`src/rtl/reg_file_link_wb.sv`:
```
// Architectural register file with a general write port and a buffered link port.
// Optional read-path forwarding of in-flight writes is enabled with `define BYPASS_EN.
module reg_file_link_wb #(
    parameter int DATA_W   = 32,
    parameter int ADDR_W   = 5,
    parameter int LINK_REG = 31
) (
    input  logic              clk,
    input  logic              rst,
    input  logic [ADDR_W-1:0] rs_addr,
    input  logic [ADDR_W-1:0] rt_addr,
    output logic [DATA_W-1:0] rs_data,
    output logic [DATA_W-1:0] rt_data,
    input  logic              wr_en,
    input  logic [ADDR_W-1:0] wr_addr,
    input  logic [DATA_W-1:0] wr_data,
    input  logic              link_en,
    input  logic [DATA_W-1:0] link_data,
    output logic              busy,
    output logic              link_ovf
);

    localparam int                DEPTH    = 2 ** ADDR_W;
    localparam logic [ADDR_W-1:0] LINK_IDX = ADDR_W'(LINK_REG);

    logic [DATA_W-1:0] r_regs [DEPTH];
    logic              r_pend_vld;
    logic [DATA_W-1:0] r_pend_data;
    logic              r_link_ovf;

    logic              w_we;
    logic [ADDR_W-1:0] w_waddr;
    logic [DATA_W-1:0] w_wdata;
    logic              w_fill;
    logic              w_retire;
    logic              w_ovf_evt;

    // One physical write per clock: general port, then the parked link, then a direct link.
    always_comb begin
        w_we    = 1'b0;
        w_waddr = '0;
        w_wdata = '0;
        if (wr_en) begin
            w_we    = 1'b1;
            w_waddr = wr_addr;
            w_wdata = wr_data;
        end else if (r_pend_vld) begin
            w_we    = 1'b1;
            w_waddr = LINK_IDX;
            w_wdata = r_pend_data;
        end else if (link_en) begin
            w_we    = 1'b1;
            w_waddr = LINK_IDX;
            w_wdata = link_data;
        end
    end

    assign w_fill    = wr_en & link_en & ~r_pend_vld;
    assign w_retire  = r_pend_vld & ~wr_en;
    assign w_ovf_evt = link_en & r_pend_vld;

    always_ff @(posedge clk) begin
        if (rst) begin
            for (int i = 0; i < DEPTH; i++) begin
                r_regs[i] <= '0;
            end
        end else if (w_we && (w_waddr != '0)) begin
            r_regs[w_waddr] <= w_wdata;
        end
    end

    always_ff @(posedge clk) begin
        if (rst) begin
            r_pend_vld  <= 1'b0;
            r_pend_data <= '0;
        end else if (w_fill) begin
            r_pend_vld  <= 1'b1;
            r_pend_data <= link_data;
        end else if (w_retire) begin
            r_pend_vld  <= 1'b0;
        end
    end

    always_ff @(posedge clk) begin
        if (rst) begin
            r_link_ovf <= 1'b0;
        end else if (w_ovf_evt) begin
            r_link_ovf <= 1'b1;
        end
    end

    assign busy     = r_pend_vld;
    assign link_ovf = r_link_ovf;

`ifdef BYPASS_EN
    logic w_link_direct;

    assign w_link_direct = link_en & ~r_pend_vld & ~wr_en;

    always_comb begin
        rs_data = r_regs[rs_addr];
        if (rs_addr == '0) begin
            rs_data = '0;
        end else if (wr_en && (wr_addr == rs_addr)) begin
            rs_data = wr_data;
        end else if (r_pend_vld && (rs_addr == LINK_IDX)) begin
            rs_data = r_pend_data;
        end else if (w_link_direct && (rs_addr == LINK_IDX)) begin
            rs_data = link_data;
        end
    end

    always_comb begin
        rt_data = r_regs[rt_addr];
        if (rt_addr == '0) begin
            rt_data = '0;
        end else if (wr_en && (wr_addr == rt_addr)) begin
            rt_data = wr_data;
        end else if (r_pend_vld && (rt_addr == LINK_IDX)) begin
            rt_data = r_pend_data;
        end else if (w_link_direct && (rt_addr == LINK_IDX)) begin
            rt_data = link_data;
        end
    end
`else
    assign rs_data = (rs_addr == '0) ? '0 : r_regs[rs_addr];
    assign rt_data = (rt_addr == '0) ? '0 : r_regs[rt_addr];
`endif

endmodule

```
`config.mk`:
```
export PLATFORM = sky130hd
export DESIGN_NAME = reg_file_link_wb
export DESIGN_NICKNAME = d
export VERILOG_FILES = /design/src/rtl/reg_file_link_wb.sv
export SDC_FILE = /design/constraint.sdc
export NUM_CORES = 2
export LEC_CHECK = 0
export BUFFER_PORTS_ARGS = -buffer_cell sky130_fd_sc_hd__buf_2
export CORE_ASPECT_RATIO = 1.75
export CORE_MARGIN = 5
export CORE_UTILIZATION = 45
export DETAILED_ROUTE_END_ITERATION = 10
export SLEW_MARGIN = 10
export SYNTH_ARGS = -nofsm -noshare
export SYNTH_HDL_FRONTEND = slang
export SYNTH_SLANG_ARGS = --single-unit
```
`constraint.sdc`:
```
create_clock -name clk -period 3.6 [get_ports clk]
set_clock_uncertainty 0.15 [all_clocks]
set_input_delay 0.72 -clock clk [delete_from_list [all_inputs] [get_ports clk]]
set_output_delay 0.72 -clock clk [all_outputs]
set_load 0.005 [all_outputs]
```
-- Word level (Yosys, flattened, before mapping)
Memories as Yosys holds them, arrays and structs flattened.
Index checks and enable logic that the tools add are counted.
- bits of input ports: 83
- output and inout bits: 66
- logic and storage cells: 37
- RAM bits: 1024
- memories: 1
- bits in registers: 34
- reduce and logical (&&, ||, !) cells: 6
- bitwise operators: 6
- multiplexer cells: 21
- memory list (name ; depth ; width ; rd ports ; clocked after Yosys merged registers in ; wr ports ; line ; source):
    r_regs ; 32 ; 32 ; 2 ; 0 ; 32 ; 26 ; logic [DATA_W-1:0] r_regs [DEPTH];
- operators with widths (operator ; count):
    32-bit 2-to-1 mux ; 6
    32-bit OR reduction ; 1
    5-bit 2-to-1 mux ; 4
    1-bit 2-to-1 mux ; 11
    5-bit zero test ; 2
    5-bit nonzero test ; 1
    1-bit AND ; 4
    1-bit inverter ; 2
    2-bit nonzero test ; 1
    1-bit logical AND ; 1

-- Logic depth before layout (Yosys ltp)
- word-level depth: 10
- depth in mapped cells: 7
- gate-level depth less buffers: 4

-- Worst setup path before layout
No wires, ideal clock.
- kind: input port to flip-flop
- start: in wr_en
- end: mem r_regs[22][0] (enable)
- path slack: 0.527 ns
- data required time: 3.056 ns
- library setup time: 0.394 ns
- stages on the path: 5
- buffers on the path: 1
- data arrival time: 2.528 ns
- cells stage by stage: buf_4 nand2b_4 nor3b_4 nand2_4 nand2b_1
- RTL lines (item ; line ; source):
    start, declared ; 14 ; input logic wr_en,
    end, declared ; 26 ;

-- Worst setup path after layout
- start: in rs_addr[2]
- end: out rs_data[22]
- longest elaborated chain between the ends: 2
- elaborated cells on any way between the ends: 3
- classes of those cells: mux (1); reduce/logical (1); memory (1)
- RTL lines (item ; line ; source):
    start, declared ; 10 ; input logic [ADDR_W-1:0] rs_addr,
    memory 32 x 32 bit or 5-bit zero test (tied branches) ; -- ;
    32-bit 2-to-1 mux * ; 126 ; assign rs_data = (rs_addr == '0) ? '0 : r_regs[rs_addr];
    end, declared ; 12 ; output logic [DATA_W-1:0] rs_data,
Every way passes the cells marked *; elsewhere a longest branch is shown, timed or not.

==> impl_metrics.csv <==
group,metric,value,unit
cells_and_area,drive_above_1_share,39.19,%
yosys,synthArstFlopShare,0,%
clock_network,cts_sinks,1058,
critical_path,r2r_end,"r_regs[19][7]",
clock_network,path_clk_slew,0.06,ns
yosys,syn_inst,3916,
detailed_routing,dr.pass1.iters,6,
detailed_routing,viasPerCell,6.628,
power,leakage,0.02294,µW
yosys,synth-edff-count,1024,
sta,clock.fmax,276.7,MHz
yosys,ys.flop_type,"edfxtp_1",
power,peakVddDrop,0.4102,mV
cells_and_area,final_common_cell,"edfxtp_1",
yosys,synth-seq-area-share,56.99,%
sta,worst_pin_slew,1.260,ns
clock_network,clock_path_buffers,3,
yosys,ys_warn_count,0,
detailed_routing,vias,39730,
global_routing,grt_max_degree,57,
place,gp_congestion,0.9183,
sta,setup_ws,-0.01357,ns
sta,slew_headroom,15.84,%
sta,tns,-0.01357,ns
power,switching_power,7446,µW
flow_run,drv_cap,0,
min_path,hold_depth,3,
cells_and_area,nets,4360,
floorplanning,die_w,274.6,µm
cells_and_area,fin_cells,5994,
critical_path,critical_path_class,"in2out",
yosys,synthesis.area,0.05515,mm²
sta,setup_violations,1,
detailed_routing,drtIter0Drc,5655,
global_routing,antenna_found_initial,3,
cells_and_area,syn2layout_area_growth,17.52,%
floorplanning,io_pins,149,
critical_path,critPathCaptureType,"output port",
global_routing,grt_pass1_wl,301.4,mm
place,io_buffers,148,
clock_network,insertion_delay,0.72,ns
cells_and_area,seqCellArea,0.03143,mm²
critical_path,r2r_slack,0.58,ns
min_path,min_to,"r_pend_data[12]",
critical_path,crit_arrival,2.74,ns
clock_network,cts_buffers,99,
yosys,synth-seq-cells,1058,
floorplanning,rows,170,
sta,rsz0062_at_grt,"yes",
detailed_routing,routedWlPerCell,36.53,µm
sta,hold_viol,0,
floorplanning,core_area,0.1223,mm²
yosys,synth.distinct_cells,43,
power,power.density,445.0,mW/mm²
place,hpwlAfterDp,139.1,mm
power,power_frac_seq,48.9,%
floorplanning,start_util,45.09,%
sta,fin_crit_sh,100.4,%
global_routing,grt_use_total,33.27,%
global_routing,grt_overflow,0,
outcome,violations,"negative setup slack",
critical_path,ff2ff_path_depth,5,
clock_network,cts_max_level,3,
outcome,run_status,"finished, violations left",
critical_path,crit_required,2.73,ns
sta,period_needed,3.614,ns
detailed_routing,routed_wl,218.9,mm
critical_path,reg2reg_from,"busy",
cells_and_area,final.fill_count,10010,
min_path,worstHoldStart,"link_data[12]",
power,p_int,21390,µW
critical_path,cp-startpoint,"rs_addr[2]",
clock_network,root_buffer,"clkbuf_16",
place,place_inst,5773,
critical_path,crit_fanout,26,
global_routing,grt_pass1_vias,40310,
power,clockPowerShare,37.0,%
sta,final_max_slew_viol_count,0,
cells_and_area,multiInputGateArea,0.02214,mm²
clock_network,cts_tree,"done",
power,p_comb_share,14.1,%
detailed_routing,postRouteAntennaNets,0,
floorplanning,die_h,473.1,µm
power,p_sw_share,25.82,%
critical_path,startpoint_type,"input port",
cells_and_area,mostFrequentLayoutCells,"edfxtp_1, nor2_1, mux4_2, buf_4, nor2_2",
floorplanning,dieArea,0.1299,mm²
min_path,hp-class,"in2reg",
yosys,syn_avg_cell_area,14.08,µm²
detailed_routing,drcViolationCount,0,
## logic make-up after synthesis
logic type             Yosys count  share of synthesized area [%]
and+or+nand+nor               1325                          11.05
DFF                           1058                          56.99
muxes                          640                          21.92
AOI/OAI and AO/OA              466                          5.710
buffers and inverters          426                          4.322
other                            1                       0.006799
## registers in the layout, indices dropped and copies added, names as in the netlist
signal / count
r_regs: 1024
link_ovf: 1
r_pend_data: 32
busy: 1
## stage by stage
| step | cell area, µm² | power, µW | worst slack (ns) | hold WS [ns] | utilization [%] |
|---|---|---|---|---|---|
| floorplan | 55270 | 16360 | 0.5275 | 0.2864 | - |
| global placement | 60830 | 18190 | -0.3231 | 0.2911 | 49.74 |
| detailed placement | 60830 | 18240 | -0.2923 | 0.2965 | 49.74 |
| CTS | 64370 | 28780 | -0.004985 | 0.04726 | 52.63 |
| global route | 64810 | 29510 | -0.008757 | 0.09614 | 52.99 |
| finish | 64820 | 28840 | -0.01357 | 0.08680 | 53.00 |
## power by group through the flow
stage / sequential [µW] / combinational (µW) / clock, µW
after floorplan: 14300 / 2090 / 0
after global placement: 14300 / 3870 / 0
after detailed placement: 14400 / 3880 / 0
after CTS: 14100 / 3950 / 10700
after global routing: 14100 / 4170 / 11200
final: 14100 / 4060 / 10700
## routing by layer
metal | up-vias | track usage (%) | share of wire, %
met3 | 861 | 6.825 | 10
met5 | - | 0 | 0
li1 | 15650 | - | -
met2 | 2872 | 54.60 | 48
met1 | 20350 | 38.60 | 32
met4 | 0 | 24.30 | 9.5
## final cells by class
class	instances	area share (%)
multi-input combinational	2465	34.16
antenna	2	0.007722
clock buffer	122	4.152
inverter	2	0.02316
timing repair buffer	651	9.241
clock inverter	60	0.7644
tap	1634	3.154
sequential	1058	48.49
## worst max path at each step
stage	cells past startpoint	end	slack, ns
finish	8	rs_data[22]	-0.01
global route	8	rs_data[0]	-0.009
CTS	9	rs_data[30]	-0.005
detailed placement	10	rt_data[26]	-0.29
global placement	10	rt_data[26]	-0.32
floorplan	5	r_regs[22][0]	0.53
## cell usage after synthesis (8+ instances only)
| library cell | number | area (µm²) |
|---|---|---|
| a211oi_1 | 64 | 480.5 |
| a21oi_1 | 97 | 485.5 |
| a221oi_1 | 45 | 394.1 |
| a22oi_1 | 64 | 480.5 |
| a311oi_1 | 64 | 560.5 |
| buf_2 | 195 | 975.9 |
| buf_4 | 46 | 345.3 |
| buf_6 | 48 | 540.5 |
| clkbuf_1 | 132 | 495.5 |
| dfxtp_1 | 34 | 680.7 |
| edfxtp_1 | 1024 | 30750 |
| mux2_2 | 64 | 720.7 |
| mux2i_1 | 128 | 1281 |
| mux4_2 | 448 | 10090 |
| nand2_1 | 160 | 600.6 |
| nand2_4 | 8 | 90.09 |
| nand2b_1 | 36 | 225.2 |
| nand3b_1 | 32 | 240.2 |
| nor2_1 | 764 | 2868 |
| nor2_2 | 243 | 1520 |
| nor2b_1 | 68 | 425.4 |
| o2111ai_1 | 19 | 166.4 |
| o21ai_0 | 45 | 225.2 |
| o21ai_1 | 64 | 320.3 |
## worst max-delay path, stage by stage
cell and delay (ns):
buf_12 0.23, buf_4 0.23, mux2i_1 0.08, a221oi_1 0.39
o21ai_1 0.26, a311oi_2 0.48, buf_4 0.19, buf_2 0.11
## repair_timing
item	4_1_cts	5_1_grt
gates resized for setup	42	34
setup endpoints to repair	42	36
pin swaps	3	2
hold buffers	0	0
setup buffers	2	29
cloned	4	2
(Power assumes the default switching activity.)
